<file path="src/rtl/regfile_dumper.sv">
// regfile_dumper: walks a register file from START_ADDR to END_ADDR and
// streams every 32-bit register as four little-endian bytes over a
// valid/ready byte interface. Each register is snapshotted into a shift
// register before its bytes go out, so later register-file writes do not
// corrupt bytes that are already in flight.
module regfile_dumper #(
    parameter logic [4:0] START_ADDR = 5'd0,
    parameter logic [4:0] END_ADDR   = 5'd31
) (
    input  logic        clk,
    input  logic        rst,
    input  logic        start,
    output logic [4:0]  rd_addr,
    input  logic [31:0] rd_data,
    output logic [7:0]  tx_data,
    output logic        tx_valid,
    input  logic        tx_ready,
    output logic        busy,
    output logic        done
);

    typedef enum logic [1:0] {
        IDLE  = 2'd0,
        LATCH = 2'd1,
        SEND  = 2'd2,
        DONE  = 2'd3
    } state_t;

    state_t      state_r;
    logic [4:0]  addr_r;
    logic [1:0]  byte_cnt_r;
    logic [31:0] shreg_r;
    logic        tx_valid_r;
    logic        busy_r;
    logic        done_r;

    // A byte leaves the block on every cycle where both handshake sides agree.
    logic xfer_s;
    assign xfer_s = tx_valid_r & tx_ready;

    // All outputs come straight from registers; the low shreg byte is the payload.
    assign rd_addr  = addr_r;
    assign tx_data  = shreg_r[7:0];
    assign tx_valid = tx_valid_r;
    assign busy     = busy_r;
    assign done     = done_r;

    // Dump sequencer: state, address, byte counter, snapshot and output flags.
    always_ff @(posedge clk) begin
        if (rst) begin
            state_r    <= IDLE;
            addr_r     <= START_ADDR;
            byte_cnt_r <= 2'd0;
            shreg_r    <= 32'd0;
            tx_valid_r <= 1'b0;
            busy_r     <= 1'b0;
            done_r     <= 1'b0;
        end else begin
            case (state_r)
                IDLE: begin
                    done_r     <= 1'b0;
                    tx_valid_r <= 1'b0;
                    if (start) begin
                        state_r <= LATCH;
                        addr_r  <= START_ADDR;
                        busy_r  <= 1'b1;
                    end else begin
                        state_r <= IDLE;
                        busy_r  <= 1'b0;
                    end
                end

                LATCH: begin
                    // rd_addr already equals addr_r, so rd_data is this register.
                    shreg_r    <= rd_data;
                    byte_cnt_r <= 2'd0;
                    state_r    <= SEND;
                    tx_valid_r <= 1'b1;
                    busy_r     <= 1'b1;
                    done_r     <= 1'b0;
                end

                SEND: begin
                    busy_r <= 1'b1;
                    if (xfer_s) begin
                        if (byte_cnt_r != 2'd3) begin
                            shreg_r    <= {8'd0, shreg_r[31:8]};
                            byte_cnt_r <= byte_cnt_r + 2'd1;
                            tx_valid_r <= 1'b1;
                            done_r     <= 1'b0;
                        end else if (addr_r != END_ADDR) begin
                            addr_r     <= addr_r + 5'd1;
                            state_r    <= LATCH;
                            tx_valid_r <= 1'b0;
                            done_r     <= 1'b0;
                        end else begin
                            // Last register: hold addr so END_ADDR=31 cannot wrap.
                            state_r    <= DONE;
                            tx_valid_r <= 1'b0;
                            done_r     <= 1'b1;
                        end
                    end else begin
                        // Backpressure: payload and counters hold still.
                        tx_valid_r <= 1'b1;
                        done_r     <= 1'b0;
                    end
                end

                DONE: begin
                    // start is ignored here; it is sampled again in IDLE.
                    state_r    <= IDLE;
                    done_r     <= 1'b0;
                    busy_r     <= 1'b0;
                    tx_valid_r <= 1'b0;
                end

                default: begin
                    state_r    <= IDLE;
                    addr_r     <= START_ADDR;
                    byte_cnt_r <= 2'd0;
                    shreg_r    <= 32'd0;
                    tx_valid_r <= 1'b0;
                    busy_r     <= 1'b0;
                    done_r     <= 1'b0;
                end
            endcase
        end
    end

endmodule

</file>
<file path="config.mk">
export PLATFORM = sky130hd
export DESIGN_NAME = regfile_dumper
export DESIGN_NICKNAME = d
export VERILOG_FILES = /design/src/rtl/regfile_dumper.sv
export SDC_FILE = /design/constraint.sdc
export NUM_CORES = 1
export LEC_CHECK = 0
export ABC_AREA = 1
export BUFFER_PORTS_ARGS = -buffer_cell sky130_fd_sc_hd__buf_2
export CAP_MARGIN = 30
export CORE_ASPECT_RATIO = 1.5
export CORE_UTILIZATION = 50
export CTS_CLUSTER_SIZE = 24
export DETAILED_ROUTE_END_ITERATION = 8
export GPL_TIMING_DRIVEN = 0
export PLACE_DENSITY = 0.83
export SLEW_MARGIN = 30
export SYNTH_ARGS = -nofsm -noshare
export SYNTH_HDL_FRONTEND = slang
export SYNTH_SLANG_ARGS = --single-unit
</file>
<file path="constraint.sdc">
create_clock -name clk -period 2.8 [get_ports clk]
set_input_delay 0.28 -clock clk [delete_from_list [all_inputs] [get_ports clk]]
set_output_delay 0.28 -clock clk [all_outputs]
set_load 0.03 [all_outputs]
</file>
==> run_results.csv <==
group,metric,value,unit
run_status,outcome,"finished, final reports clean",
critical_path,timing.critical_path.to_type,"register",
yosys,synth.cells.most_frequent,"sky130_fd_sc_hd__nand2_1 (96), sky130_fd_sc_hd__nor2_1 (68), sky130_fd_sc_hd__dfxtp_1 (44)",
clock_network,tritoncts,"built",
global_route,groute.usage.overall,22.0,%
timing,slew_violations,0,
critical_path,ff2ff_setup_slack,1.03,ns
timing,max_freq,564,MHz
clock_network,numCtsBuffers,5,
timing,finalSetupTns,0,ns
yosys,yosys_register_bits,44,
place,gp_routability_congestion,0.813,
pwr,leakagePower,1.40,nW
drt,met3_length,175,um
floorplanning,floorplan.die.width,55.8,um
critical_path,worstRegToRegCells,8,
cells_and_area,nNetsFinal,417,
timing,fin_skew,0.00948,ns
global_route,grt_first_pass_wirelength,7950,um
pwr,ir_drop,0.525,mV
critical_path,critPathMaxStageDelay,0.41,ns
yosys,post-synth-top-count-cell,"sky130_fd_sc_hd__nand2_1",
yosys,synthesis.area,2170,um^2
min_path,holdCritStartpoint,"start",
yosys,netlist-cell-type-count,20,
cells_and_area,multi_input_area,1070,um^2
clock_network,worst_skew_pair.late_latency,0.29,ns
global_route,grt_overflow,0,
global_route,grt_pass1_vias,1912,
critical_path,reg2reg_from,"state_r[0]$_SDFFE_PP0P_",
min_path,timing.hold.worst.class,"input port to register",
floorplanning,die_area,4610,um^2
min_path,hold_end,"busy$_SDFF_PP0_",
cells_and_area,n_antenna_cell,0,
timing,finalSetupViolations,0,
place,number_of_buffer_cells_added_on_primary_ports,50,
clock_network,clock-root-buffer,"sky130_fd_sc_hd__clkbuf_8",
cells_and_area,synthesis_to_finish_area_growth,20.0,%
drt,detailedRoute.firstPassIterationCount,4,
yosys,synthArstFlopShare,0,%
timing,rsz_0062_raised_after_global_routing,"false",
clock_network,clk_path_buf_depth,2,
yosys,number_of_synthesized_flops_with_an_enable_pin,0,
place,detailed_place_hpwl,3580,um
min_path,timing.hold.worst_path_depth,3,
pwr,p_per_area,813,nW/um^2
critical_path,regToRegEndpoint,"shreg_r[17]$_SDFFE_PP0P_",
timing,hold_slack,0.254,ns
yosys,netlist.area_leader.share,40.6,%
drt,drt-wirelength-per-cell,11.5,um
yosys,synth.largest_area_cell,"sky130_fd_sc_hd__dfxtp_1",
drt,route.layer.met1.wl,2020,um
critical_path,timing.critical_path.buf_inv,3,
global_route,antenna_found_initial,0,
yosys,synth.yosys.warnings,0,
drt,drt.antenna.violating_nets,0,
critical_path,path_cells,"inv_1, ha_1, inv_2, clkbuf_1, nand2_1, nand2_1, nor2_1, nor2_1",
cells_and_area,fraction_of_layout_cells_with_a_size_suffix_above_1,21.6,%
cells_and_area,final.fill_count,410,
yosys,syn_area_per_cell,6.84,um^2
clock_network,cts_repair_resize_count,0,
drt,post_drt_via_cell_ratio,5.10,
place,post-place-cells,413,
floorplanning,rows,29,
timing,tightest_slew,0.520,ns
drt,routed_wl,4860,um
cells_and_area,seqCellArea,881,um^2
global_route,pin_count_of_the_biggest_net_entering_global_routing,14,
critical_path,worstPathRequired,3.03,ns
critical_path,timing.setup.critical_path_class,"register to register",
drt,drc,0,
floorplanning,dieHeight,82.6,um
drt,drt-initial-drc-count,100,
clock_network,cts_htree_levels,2,
yosys,synth_fp_nets,360,
cells_and_area,finish.cell_count_without_fillers,421,
clock_network,cts_post_setup_buffers_inserted,0,
clock_network,cts.sink_count,44,
floorplanning,ioPinCount,52,
yosys,synth_top_cells_by_area,"sky130_fd_sc_hd__dfxtp_1 (41%), sky130_fd_sc_hd__nand2_1 (17%), sky130_fd_sc_hd__nor2_1 (12%), sky130_fd_sc_hd__o21ai_1 (6.5%), sky130_fd_sc_hd__ha_1 (4.0%)",
floorplanning,starting_utilization_of_the_core_area,51.5,%
yosys,synth_sequential_area_ratio,40.6,%
timing,relative_slew_slack,65.3,%
clock_network,holdBufCountCts,0,
yosys,ys.flop_type,"sky130_fd_sc_hd__dfxtp_1",
floorplanning,floorplan.core_area,4210,um^2
critical_path,timing.critical_path.max_delay_family,"buffers and inverters",
job,cap_violations,0,
drt,maxUsedRoutingLayer,"met4",
timing,timing_hold_violations_final,0,
timing,timing.final.crit_share,63.3,%
drt,met2_wirelength,2570,um
drt,routed-via-count,2147,
yosys,post_synth_inst_count,317,
critical_path,critPathLaunchType,"register",
critical_path,cp_slowest_cell,"sky130_fd_sc_hd__clkbuf_1",
clock_network,clkSlewWorstSetupHoldPaths,0.09,ns
cells_and_area,core_util_final,61.8,%
critical_path,timing.critical_path.fanout_max,10,
timing,period_needed,1.77,ns
critical_path,worstPathArrival,2.00,ns
## per-layer routing
metal / vias up / track usage, %
li1: 1115 / -
met1: 974 / 23.3
met2: 46 / 42.4
met3: 12 / 4.52
met4: 0 / 9.00
met5: - / 0
## how the worst max path moves through the flow
stage / from / slack (ns) / cells past startpoint / end
floorplan: rd_addr[0]$_SDFFE_PP0P_ / 1.14 / 9 / rd_addr[3]$_SDFFE_PP0P_
global route: state_r[0]$_SDFFE_PP0P_ / 0.88 / 8 / shreg_r[20]$_SDFFE_PP0P_
CTS: state_r[0]$_SDFFE_PP0P_ / 1.04 / 8 / shreg_r[17]$_SDFFE_PP0P_
detailed placement: state_r[0]$_SDFFE_PP0P_ / 1.06 / 8 / shreg_r[17]$_SDFFE_PP0P_
global placement: state_r[0]$_SDFFE_PP0P_ / 1.09 / 8 / shreg_r[17]$_SDFFE_PP0P_
finish: state_r[0]$_SDFFE_PP0P_ / 1.03 / 8 / shreg_r[17]$_SDFFE_PP0P_
## state kept, by name, indices dropped and copies added (netlist names)
signal	count
shreg_r	32
rd_addr	5
done	1
busy	1
state_r	2
tx_valid	1
byte_cnt_r	2
## layout make-up
cell class                      count  area share, %
Timing Repair Buffer               50           9.62
Buffer                             23           6.20
Clock inverter                      1           1.15
Clock buffer                        7           3.70
Inverter                           14           2.12
Sequential cell                    44           33.9
Multi-Input combinational cell    236           41.1
Tap cell                           46           2.21
## report_power, final
| group | internal (mW) | switching [mW] | total (mW) |
|---|---|---|---|
| registers | 0.766 | 0.0756 | 0.842 |
| clock network | 0.315 | 0.210 | 0.525 |
| logic | 0.277 | 0.470 | 0.747 |
| total | 1.36 | 0.756 | 2.11 |
## logic make-up (layout without fill, tap and decap cells)
group	Yosys count	in the layout	share of synthesized area (%)
compound gates	52	52	12.9
fa+ha+maj	7	7	4.04
flops	44	44	40.6
buf+inv	37	95	9.99
simple gates	177	177	32.4
## placed cells by master, fill, tap and decap left out
cell type,netlist,routed
sky130_fd_sc_hd__a22oi_1,8,8
sky130_fd_sc_hd__nand4_1,5,5
sky130_fd_sc_hd__ha_1,7,7
sky130_fd_sc_hd__nor4_1,1,1
sky130_fd_sc_hd__bufinv_16,0,1
sky130_fd_sc_hd__a21oi_1,9,9
sky130_fd_sc_hd__nor2_1,68,68
sky130_fd_sc_hd__buf_4,9,9
sky130_fd_sc_hd__nand2_4,2,2
sky130_fd_sc_hd__dfxtp_1,44,44
sky130_fd_sc_hd__nor2_2,1,1
sky130_fd_sc_hd__clkbuf_1,6,6
sky130_fd_sc_hd__nand2_1,96,96
sky130_fd_sc_hd__buf_6,5,5
sky130_fd_sc_hd__inv_2,2,2
sky130_fd_sc_hd__inv_4,1,1
sky130_fd_sc_hd__clkbuf_8,0,7
sky130_fd_sc_hd__nand3_1,4,4
sky130_fd_sc_hd__inv_1,11,11
sky130_fd_sc_hd__o21ai_1,28,28
sky130_fd_sc_hd__o21ai_0,7,7
sky130_fd_sc_hd__buf_2,3,53
## worst reg2reg max path: stages (launching register included)
cell and delay [ns]:
sky130_fd_sc_hd__dfxtp_1 0.38, sky130_fd_sc_hd__inv_1 0.10, sky130_fd_sc_hd__ha_1 0.28, sky130_fd_sc_hd__inv_2 0.20, sky130_fd_sc_hd__clkbuf_1 0.41, sky130_fd_sc_hd__nand2_1 0.11, sky130_fd_sc_hd__nand2_1 0.10, sky130_fd_sc_hd__nor2_1 0.05
sky130_fd_sc_hd__nor2_1 0.08
## per-stage QoR
| stage | setup slack (ns) | total power, mW | instance area (um^2) |
|---|---|---|---|
| 3_5_place_dp | 1.06 | 1.60 | 2470 |
| 5_1_grt | 0.880 | 2.26 | 2600 |
| 3_3_place_gp | 1.09 | 1.59 | 2470 |
| 4_1_cts | 1.04 | 2.13 | 2600 |
| 2_1_floorplan | 1.14 | 1.42 | 2170 |
| 6_report | 1.03 | 2.11 | 2600 |
(Power assumes the default switching activity.)
